<file path="src/rtl/rv32i_pkg.sv">
// Shared definitions for the RV32I execute datapath: opcodes, operation enums and
// the ALU / branch-compare helpers used by rv32i_exec_datapath.
package rv32i_pkg;

  localparam logic [6:0] OPC_LUI      = 7'b0110111;
  localparam logic [6:0] OPC_AUIPC    = 7'b0010111;
  localparam logic [6:0] OPC_JAL      = 7'b1101111;
  localparam logic [6:0] OPC_JALR     = 7'b1100111;
  localparam logic [6:0] OPC_BRANCH   = 7'b1100011;
  localparam logic [6:0] OPC_LOAD     = 7'b0000011;
  localparam logic [6:0] OPC_STORE    = 7'b0100011;
  localparam logic [6:0] OPC_OP_IMM   = 7'b0010011;
  localparam logic [6:0] OPC_OP       = 7'b0110011;
  localparam logic [6:0] OPC_MISC_MEM = 7'b0001111;

  typedef enum logic [3:0] {
    ALU_ADD, ALU_SUB, ALU_SLL, ALU_SLT, ALU_SLTU,
    ALU_XOR, ALU_SRL, ALU_SRA, ALU_OR, ALU_AND
  } alu_op_t;

  typedef enum logic [2:0] {
    BR_EQ, BR_NE, BR_LT, BR_GE, BR_LTU, BR_GEU
  } br_op_t;

  typedef enum logic [1:0] {
    JUMP_SEQ    = 2'b00,
    JUMP_JAL    = 2'b01,
    JUMP_JALR   = 2'b10,
    JUMP_BRANCH = 2'b11
  } jump_t;

  // funct3 selects the operation; alt (funct7[5]) turns ADD/SRL into SUB/SRA.
  function automatic alu_op_t f3_to_alu(logic [2:0] f3, logic alt);
    case (f3)
      3'd0:    return alt ? ALU_SUB : ALU_ADD;
      3'd1:    return ALU_SLL;
      3'd2:    return ALU_SLT;
      3'd3:    return ALU_SLTU;
      3'd4:    return ALU_XOR;
      3'd5:    return alt ? ALU_SRA : ALU_SRL;
      3'd6:    return ALU_OR;
      default: return ALU_AND;
    endcase
  endfunction

  function automatic logic [31:0] alu(alu_op_t op, logic [31:0] a, logic [31:0] b);
    case (op)
      ALU_SUB:  return a - b;
      ALU_SLL:  return a << b[4:0];
      ALU_SLT:  return {31'd0, $signed(a) < $signed(b)};
      ALU_SLTU: return {31'd0, a < b};
      ALU_XOR:  return a ^ b;
      ALU_SRL:  return a >> b[4:0];
      ALU_SRA:  return $unsigned($signed(a) >>> b[4:0]);
      ALU_OR:   return a | b;
      ALU_AND:  return a & b;
      default:  return a + b;
    endcase
  endfunction

  function automatic logic br_cmp(br_op_t op, logic [31:0] a, logic [31:0] b);
    case (op)
      BR_NE:   return a != b;
      BR_LT:   return $signed(a) < $signed(b);
      BR_GE:   return $signed(a) >= $signed(b);
      BR_LTU:  return a < b;
      BR_GEU:  return a >= b;
      default: return a == b;
    endcase
  endfunction

endpackage

</file>
<file path="src/rtl/rv32i_regfile.sv">
// 32x32 register file, two asynchronous read ports, one write port, synchronous clear.
// Define REGFILE_BYPASS_EN to make same-cycle reads of the written register see the new value.
module rv32i_regfile (
  input  logic        i_clk,
  input  logic        nreset,
  input  logic        we,
  input  logic [4:0]  waddr,
  input  logic [31:0] wdata,
  input  logic [4:0]  raddr1,
  input  logic [4:0]  raddr2,
  output logic [31:0] rdata1,
  output logic [31:0] rdata2
);

  logic [31:0] regs [32];

  // NOTE: the array is cleared in a reset loop because architectural state must
  // start at zero; x0 is cleared too but its reads are forced to zero regardless.
  always_ff @(posedge i_clk) begin
    if (!nreset) begin
      for (int i = 0; i < 32; i++) regs[i] <= '0;
    end else if (we && waddr != 5'd0) begin
      // NOTE: non-blocking so the same-edge reads elsewhere see the pre-edge value.
      regs[waddr] <= wdata;
    end
  end

`ifdef REGFILE_BYPASS_EN
  always_comb begin
    rdata1 = (raddr1 == 5'd0) ? 32'd0 : regs[raddr1];
    rdata2 = (raddr2 == 5'd0) ? 32'd0 : regs[raddr2];
    if (we && waddr != 5'd0 && waddr == raddr1) rdata1 = wdata;
    if (we && waddr != 5'd0 && waddr == raddr2) rdata2 = wdata;
  end
`else
  assign rdata1 = (raddr1 == 5'd0) ? 32'd0 : regs[raddr1];
  assign rdata2 = (raddr2 == 5'd0) ? 32'd0 : regs[raddr2];
`endif

endmodule

</file>
<file path="src/rtl/rv32i_exec_datapath.sv">
// Single-cycle RV32I execute stage: decode, register file, ALU, branch compare and next PC.
// REGFILE_BYPASS_EN (see rv32i_regfile) selects write-through register reads.
module rv32i_exec_datapath
  import rv32i_pkg::*;
#(
  parameter logic [31:0] RESET_PC = 32'h8000_0000
) (
  input  logic        i_clk,
  input  logic        nreset,
  input  logic [31:0] i_insn,
  input  logic [31:0] i_pc,
  input  logic        i_wb_en,
  input  logic [31:0] i_load_data,
  output logic [31:0] o_mem_addr,
  output logic [31:0] o_store_data,
  output logic        o_load,
  output logic        o_store,
  output logic [1:0]  o_jump,
  output logic        o_cond,
  output logic [31:0] o_next_pc,
  output logic        o_illegal
);

  logic [6:0]  opcode, funct7;
  logic [2:0]  funct3;
  logic [4:0]  rd, rs1, rs2;
  logic [31:0] imm_i, imm_s, imm_b, imm_u, imm_j;

  assign opcode = i_insn[6:0];
  assign rd     = i_insn[11:7];
  assign funct3 = i_insn[14:12];
  assign rs1    = i_insn[19:15];
  assign rs2    = i_insn[24:20];
  assign funct7 = i_insn[31:25];

  assign imm_i = {{20{i_insn[31]}}, i_insn[31:20]};
  assign imm_s = {{20{i_insn[31]}}, i_insn[31:25], i_insn[11:7]};
  assign imm_b = {{19{i_insn[31]}}, i_insn[31], i_insn[7], i_insn[30:25], i_insn[11:8], 1'b0};
  assign imm_u = {i_insn[31:12], 12'd0};
  assign imm_j = {{11{i_insn[31]}}, i_insn[31], i_insn[19:12], i_insn[20], i_insn[30:21], 1'b0};

  alu_op_t     alu_op;
  br_op_t      br_op;
  jump_t       jump;
  logic        legal, writes_rd, is_load, is_store, use_rs2, a_is_pc, a_is_zero;
  logic [31:0] imm;

  // NOTE: every decode output gets a default first so no path leaves one unassigned.
  always_comb begin
    alu_op    = ALU_ADD;
    br_op     = BR_EQ;
    jump      = JUMP_SEQ;
    legal     = 1'b0;
    writes_rd = 1'b0;
    is_load   = 1'b0;
    is_store  = 1'b0;
    use_rs2   = 1'b0;
    a_is_pc   = 1'b0;
    a_is_zero = 1'b0;
    imm       = imm_i;
    case (opcode)
      OPC_LUI:   begin legal = 1'b1; writes_rd = 1'b1; a_is_zero = 1'b1; imm = imm_u; end
      OPC_AUIPC: begin legal = 1'b1; writes_rd = 1'b1; a_is_pc = 1'b1; imm = imm_u; end
      OPC_JAL:   begin legal = 1'b1; writes_rd = 1'b1; jump = JUMP_JAL; imm = imm_j; end
      OPC_JALR:  begin legal = (funct3 == 3'd0); writes_rd = 1'b1; jump = JUMP_JALR; end
      OPC_BRANCH: begin
        legal = (funct3 != 3'd2) && (funct3 != 3'd3);
        jump  = JUMP_BRANCH;
        imm   = imm_b;
        case (funct3)
          3'd1:    br_op = BR_NE;
          3'd4:    br_op = BR_LT;
          3'd5:    br_op = BR_GE;
          3'd6:    br_op = BR_LTU;
          3'd7:    br_op = BR_GEU;
          default: br_op = BR_EQ;
        endcase
      end
      OPC_LOAD:  begin legal = (funct3 == 3'd2); writes_rd = 1'b1; is_load = 1'b1; end
      OPC_STORE: begin legal = (funct3 == 3'd2); is_store = 1'b1; imm = imm_s; end
      OPC_OP_IMM: begin
        writes_rd = 1'b1;
        alu_op    = f3_to_alu(funct3, (funct3 == 3'd5) && funct7[5]);
        case (funct3)
          3'd1:    legal = (funct7 == 7'h00);
          3'd5:    legal = (funct7 == 7'h00) || (funct7 == 7'h20);
          default: legal = 1'b1;
        endcase
      end
      OPC_OP: begin
        writes_rd = 1'b1;
        use_rs2   = 1'b1;
        alu_op    = f3_to_alu(funct3, funct7[5]);
        legal     = (funct7 == 7'h00) ||
                    ((funct7 == 7'h20) && (funct3 == 3'd0 || funct3 == 3'd5));
      end
      OPC_MISC_MEM: legal = (funct3 == 3'd0);
      default: ;
    endcase
  end

  logic [31:0] rs1_val, rs2_val, op_a, op_b, alu_res, wb_data, pc_plus4;
  logic        taken, we;

  assign op_a     = a_is_zero ? 32'd0 : (a_is_pc ? i_pc : rs1_val);
  assign op_b     = use_rs2 ? rs2_val : imm;
  assign alu_res  = alu(alu_op, op_a, op_b);
  assign taken    = br_cmp(br_op, rs1_val, rs2_val);
  assign pc_plus4 = i_pc + 32'd4;

  assign wb_data = is_load ? i_load_data :
                   (jump == JUMP_JAL || jump == JUMP_JALR) ? pc_plus4 : alu_res;
  assign we      = nreset && i_wb_en && writes_rd && legal && (rd != 5'd0);

  rv32i_regfile u_regfile (
    .i_clk  (i_clk),
    .nreset (nreset),
    .we     (we),
    .waddr  (rd),
    .wdata  (wb_data),
    .raddr1 (rs1),
    .raddr2 (rs2),
    .rdata1 (rs1_val),
    .rdata2 (rs2_val)
  );

  assign o_mem_addr   = rs1_val + imm;
  assign o_store_data = rs2_val;
  assign o_load       = legal && is_load;
  assign o_store      = legal && is_store;
  assign o_jump       = legal ? jump : JUMP_SEQ;
  assign o_cond       = legal && (jump == JUMP_BRANCH) && taken;
  assign o_illegal    = !legal;

  // An illegal instruction holds the PC so the sequencer can trap on it.
  always_comb begin
    o_next_pc = pc_plus4;
    if (!legal) begin
      o_next_pc = i_pc;
    end else begin
      case (jump)
        JUMP_JAL:    o_next_pc = i_pc + imm;
        JUMP_JALR:   o_next_pc = {o_mem_addr[31:1], 1'b0};
        JUMP_BRANCH: if (taken) o_next_pc = i_pc + imm;
        default: ;
      endcase
    end
  end

endmodule

</file>
<file path="config.mk">
export PLATFORM = sky130hd
export DESIGN_NAME = rv32i_exec_datapath
export DESIGN_NICKNAME = d
export VERILOG_FILES = /design/src/rtl/rv32i_pkg.sv /design/src/rtl/rv32i_regfile.sv /design/src/rtl/rv32i_exec_datapath.sv
export SDC_FILE = /design/constraint.sdc
export NUM_CORES = 2
export LEC_CHECK = 0
export ABC_AREA = 1
export BUFFER_PORTS_ARGS = -buffer_cell sky130_fd_sc_hd__buf_4
export CAP_MARGIN = 20
export CELL_PAD_IN_SITES_DETAIL_PLACEMENT = 0
export CELL_PAD_IN_SITES_GLOBAL_PLACEMENT = 1
export CORE_ASPECT_RATIO = 0.7
export CORE_MARGIN = 1.5
export CORE_UTILIZATION = 41
export DETAILED_ROUTE_END_ITERATION = 10
export PLACE_DENSITY_LB_ADDON = 0.1
export SLEW_MARGIN = 0
export SYNTH_ARGS = -nofsm -noshare
export SYNTH_HDL_FRONTEND = slang
export SYNTH_HIERARCHICAL = 1
export SYNTH_SLANG_ARGS = --single-unit
</file>
<file path="constraint.sdc">
create_clock -name i_clk -period 19.3 [get_ports i_clk]
set_input_delay 4.825 -clock i_clk [delete_from_list [all_inputs] [get_ports i_clk]]
set_output_delay 4.825 -clock i_clk [all_outputs]
set_load 0.03 [all_outputs]
</file>
==> metrics.md <==
| Metric | Value |
|---|---|
| Status | `complete, no violations` |
| Dpl hpwl | `257500 um` |
| Post-synthesis sequential area ratio | `41.44%` |
| Initial core utilization | `41.32%` |
| Max reg flops | `1024` |
| Pwr dens | `83.52 nW/um^2` |
| R2R Path Start | `u_regfile/regs[9][0]` |
| Worst Skew | `0.03190 ns` |
| Slew @ Worst Pin | `1.347 ns` |
| DR WL met2 | `150700 um` |
| CP startpoint kind | `input port` |
| Top cell type's share of synthesized area | `41.44%` |
| Most area-consuming cells after synthesis | `edfxtp_1 41%, nand2_1 16%, nor2_1 10%, nand3_1 9.4%, o21ai_0 4.0%` |
| Max Clock Freq | `0.05864 GHz` |
| Final GP Congestion | `1.037` |
| Final instance area | `80440 um^2` |
| Worst reg2reg path depth | `32` |
| Worst Path Arrival | `12.23 ns` |
| Drt pass-1 iters | `6` |
| FF+latch count, synth | `1024` |
| Top Metal Used | `met5` |
| Row count | `130` |
| Layout Nets | `10775` |
| Final setup viols | `0` |
| Die ar. | `183600 um^2` |
| Top-level I/O count | `201` |
| H-tree Lvls | `3` |
| Clk_lat worst skew | `0.72 ns` |
| Clock root cell | `clkbuf_16` |
| Most frequent cells after synthesis | `3175 x nand2_1, 2070 x nor2_1, 1395 x nand3_1, 1024 x edfxtp_1, 599 x o21ai_0` |
| Post-DRT Antenna Nets | `0` |
| Mapped Cells | `10712` |
| Final hold viol count | `0` |
| Worst reg2reg setup slack | `10.71 ns` |
| Hold_sp | `u_regfile/regs[31][1]` |
| Relative slew slack | `9.021%` |
| Reg-to-Reg End | `u_regfile/regs[3][0]` |
| Routed len/inst | `29.63 um` |
| CTS tree | `built` |
| Leak | `35.26 nW` |
| RSZ-0062 raised after global routing | `false` |
| Routed WL | `383200 um` |
| Post-Syn Area | `74200 um^2` |
| Largest reg by FF count | `u_regfile/regs` |
| Dpl cell area | `77320 um^2` |
| Worst Hold End | `u_regfile/regs[25][3]` |
| WL met3 | `51090 um` |
| Pin count of the biggest net entering global routing | `156` |
| Largest area contributor in the netlist | `edfxtp_1` |
| Distinct cells, synth | `60` |
| Max cap viols | `0` |
| Number of global-route vias before repair | `71215` |
| Top FF cell, synth | `edfxtp_1` |
| M1 WL | `168500 um` |
| Setup bufs post-CTS | `0` |
| Crit share post-route | `88.36%` |
| Number of synthesized flops with an enable pin | `1024` |
| Yosys warnings | `6` |
| Post-synthesis average cell area | `6.927 um^2` |
| Clock sink count | `1024` |
| Setup TNS | `0 ns` |
| Worst-path clk slew | `0.07 ns` |
| Die height | `358.9 um` |
| Routed via count | `78991` |
| DR DRC count | `0` |
| Number of gates resized after cts | `0` |
| CTS Buffer Depth | `3` |
| Critical Path RT | `14.48 ns` |
| Buffers on Ports | `200` |
| Initial DRC count | `12775` |
| Syn-to-layout area delta | `8.406%` |
| Max-slew violation count | `0` |
| Critical path type | `input port to output port` |
| Total global routing overflow | `0` |
| HP Class | `flop to flop` |
| Crit path time final | `17.05 ns` |
| Crit path capture type | `output port` |
| Num CTS Buffers | `97` |
| Final Total Pwr | `6.719 mW` |
| Core area | `179600 um^2` |
| Max IR drop VDD | `0.07080 mV` |
| Hold Buf Count CTS | `0` |
| Top Registers | `u_regfile/regs x1024` |
| Worst Hold Path Cells | `18` |
| Die W | `511.5 um` |
| Avg Vias per Cell | `6.108` |
| Ys async rst share | `0%` |
| Share of cells above drive strength 1 | `6.434%` |
| Tot GR Track Use | `40.31%` |
| Initial antenna violation count | `9` |
| First-pass GRT wire length | `537400 um` |
| Top-count cell post-synth | `nand2_1` |
| Worst-path maximum fanout | `130` |
-- final cells by class --
type                    instances  area, um^2
fillers                     18447       99130
multi-input cells            8403       38210
flip-flops and latches       1024       30750
repair buffers                411        3442
well taps                    2376        2973
clock buffers                 115        2516
inverters                     539        2061
clock inverters                62       484.2
diodes                          3       7.507
-- report_power, final --
part	internal [mW]	switching (mW)
Clock	1.01	0.919
Combinational	0.499	1.73
Sequential	2.52	0.0414
Total	4.03	2.69
-- worst max path at each step --
stage | start | end
global placement | i_insn[20] | o_next_pc[31]
detailed placement | i_insn[20] | o_next_pc[31]
global route | i_insn[20] | o_next_pc[23]
floorplan | i_insn[20] | o_next_pc[0]
CTS | i_insn[20] | o_next_pc[31]
finish | i_insn[20] | o_next_pc[25]
-- layer usage --
layer | GRT usage (%) | up-vias
li1 | - | 34700
met1 | 61.39 | 38186
met2 | 54.73 | 5485
met3 | 10.39 | 614
met4 | 12.44 | 6
met5 | 0 | -
-- through the flow --
stage,setup WS [ns],hold WS [ns],std cells,util [%]
3_5_place_dp,2.766,2.703,12746,43.06
4_1_cts,2.737,2.730,12923,44.73
3_3_place_gp,2.751,2.722,12740,42.99
2_1_floorplan,5.614,1.661,10743,-
6_report,2.246,2.532,12933,44.80
5_1_grt,2.077,2.574,12930,44.79
-- layout by cell type, fill, tap and decap left out, types with 8 or more instances in the layout --
cell type,n
buf_4,380
clkinv_1,31
nor2_2,13
nand2_2,36
nor2_1,2068
or2_2,24
clkbuf_16,98
ha_1,196
edfxtp_1,1024
a21o_1,16
nand3_2,8
nor4_1,21
xor2_1,72
inv_1,508
nand2_1,3137
inv_2,19
nand3_1,1395
o211ai_1,38
a31oi_1,9
o21ai_1,62
conb_1,32
o21bai_1,16
buf_12,16
o21ai_0,599
clkbuf_1,17
nand2_4,9
o22ai_1,11
nand4_1,57
o21a_1,13
a21boi_0,11
a21oi_1,415
xnor2_1,21
nor3_1,50
clkinv_2,22
a221oi_1,12
-- worst max-delay path, cell delays in order --
cell	delay [ns]
buf_8	0.17
inv_8	0.68
buf_4	0.68
o21ai_0	0.21
nand3_1	0.12
nand2_1	0.06
nor2_1	0.25
nor2_1	0.07
nor2_1	0.68
inv_1	0.26
ha_1	0.36
nand3_1	0.12
nor2_1	0.11
inv_1	0.04
o21ai_0	0.80
nand2_1	0.22
nand2_1	0.15
nand2_1	0.08
nand3_1	0.07
nand3_1	0.08
nand3_1	0.52
nand3_1	0.30
nand2_1	0.54
nand3_1	0.20
nand2_1	0.10
nand2_1	0.05
nand2_1	0.10
buf_4	0.16
-- logic make-up after synthesis --
| kind of cell | count (synthesis) | share of synthesized area (%) |
|---|---|---|
| buffers and inverters | 1316 | 7.485 |
| adders and majority gates | 200 | 3.413 |
| AOI/OAI and AO/OA | 1235 | 8.895 |
| and+or+nand+nor | 6843 | 37.67 |
| other | 1 | 0.005054 |
| DFF | 1024 | 41.44 |
| xor gates and xnor gates | 93 | 1.098 |
(Power assumes the default switching activity.)
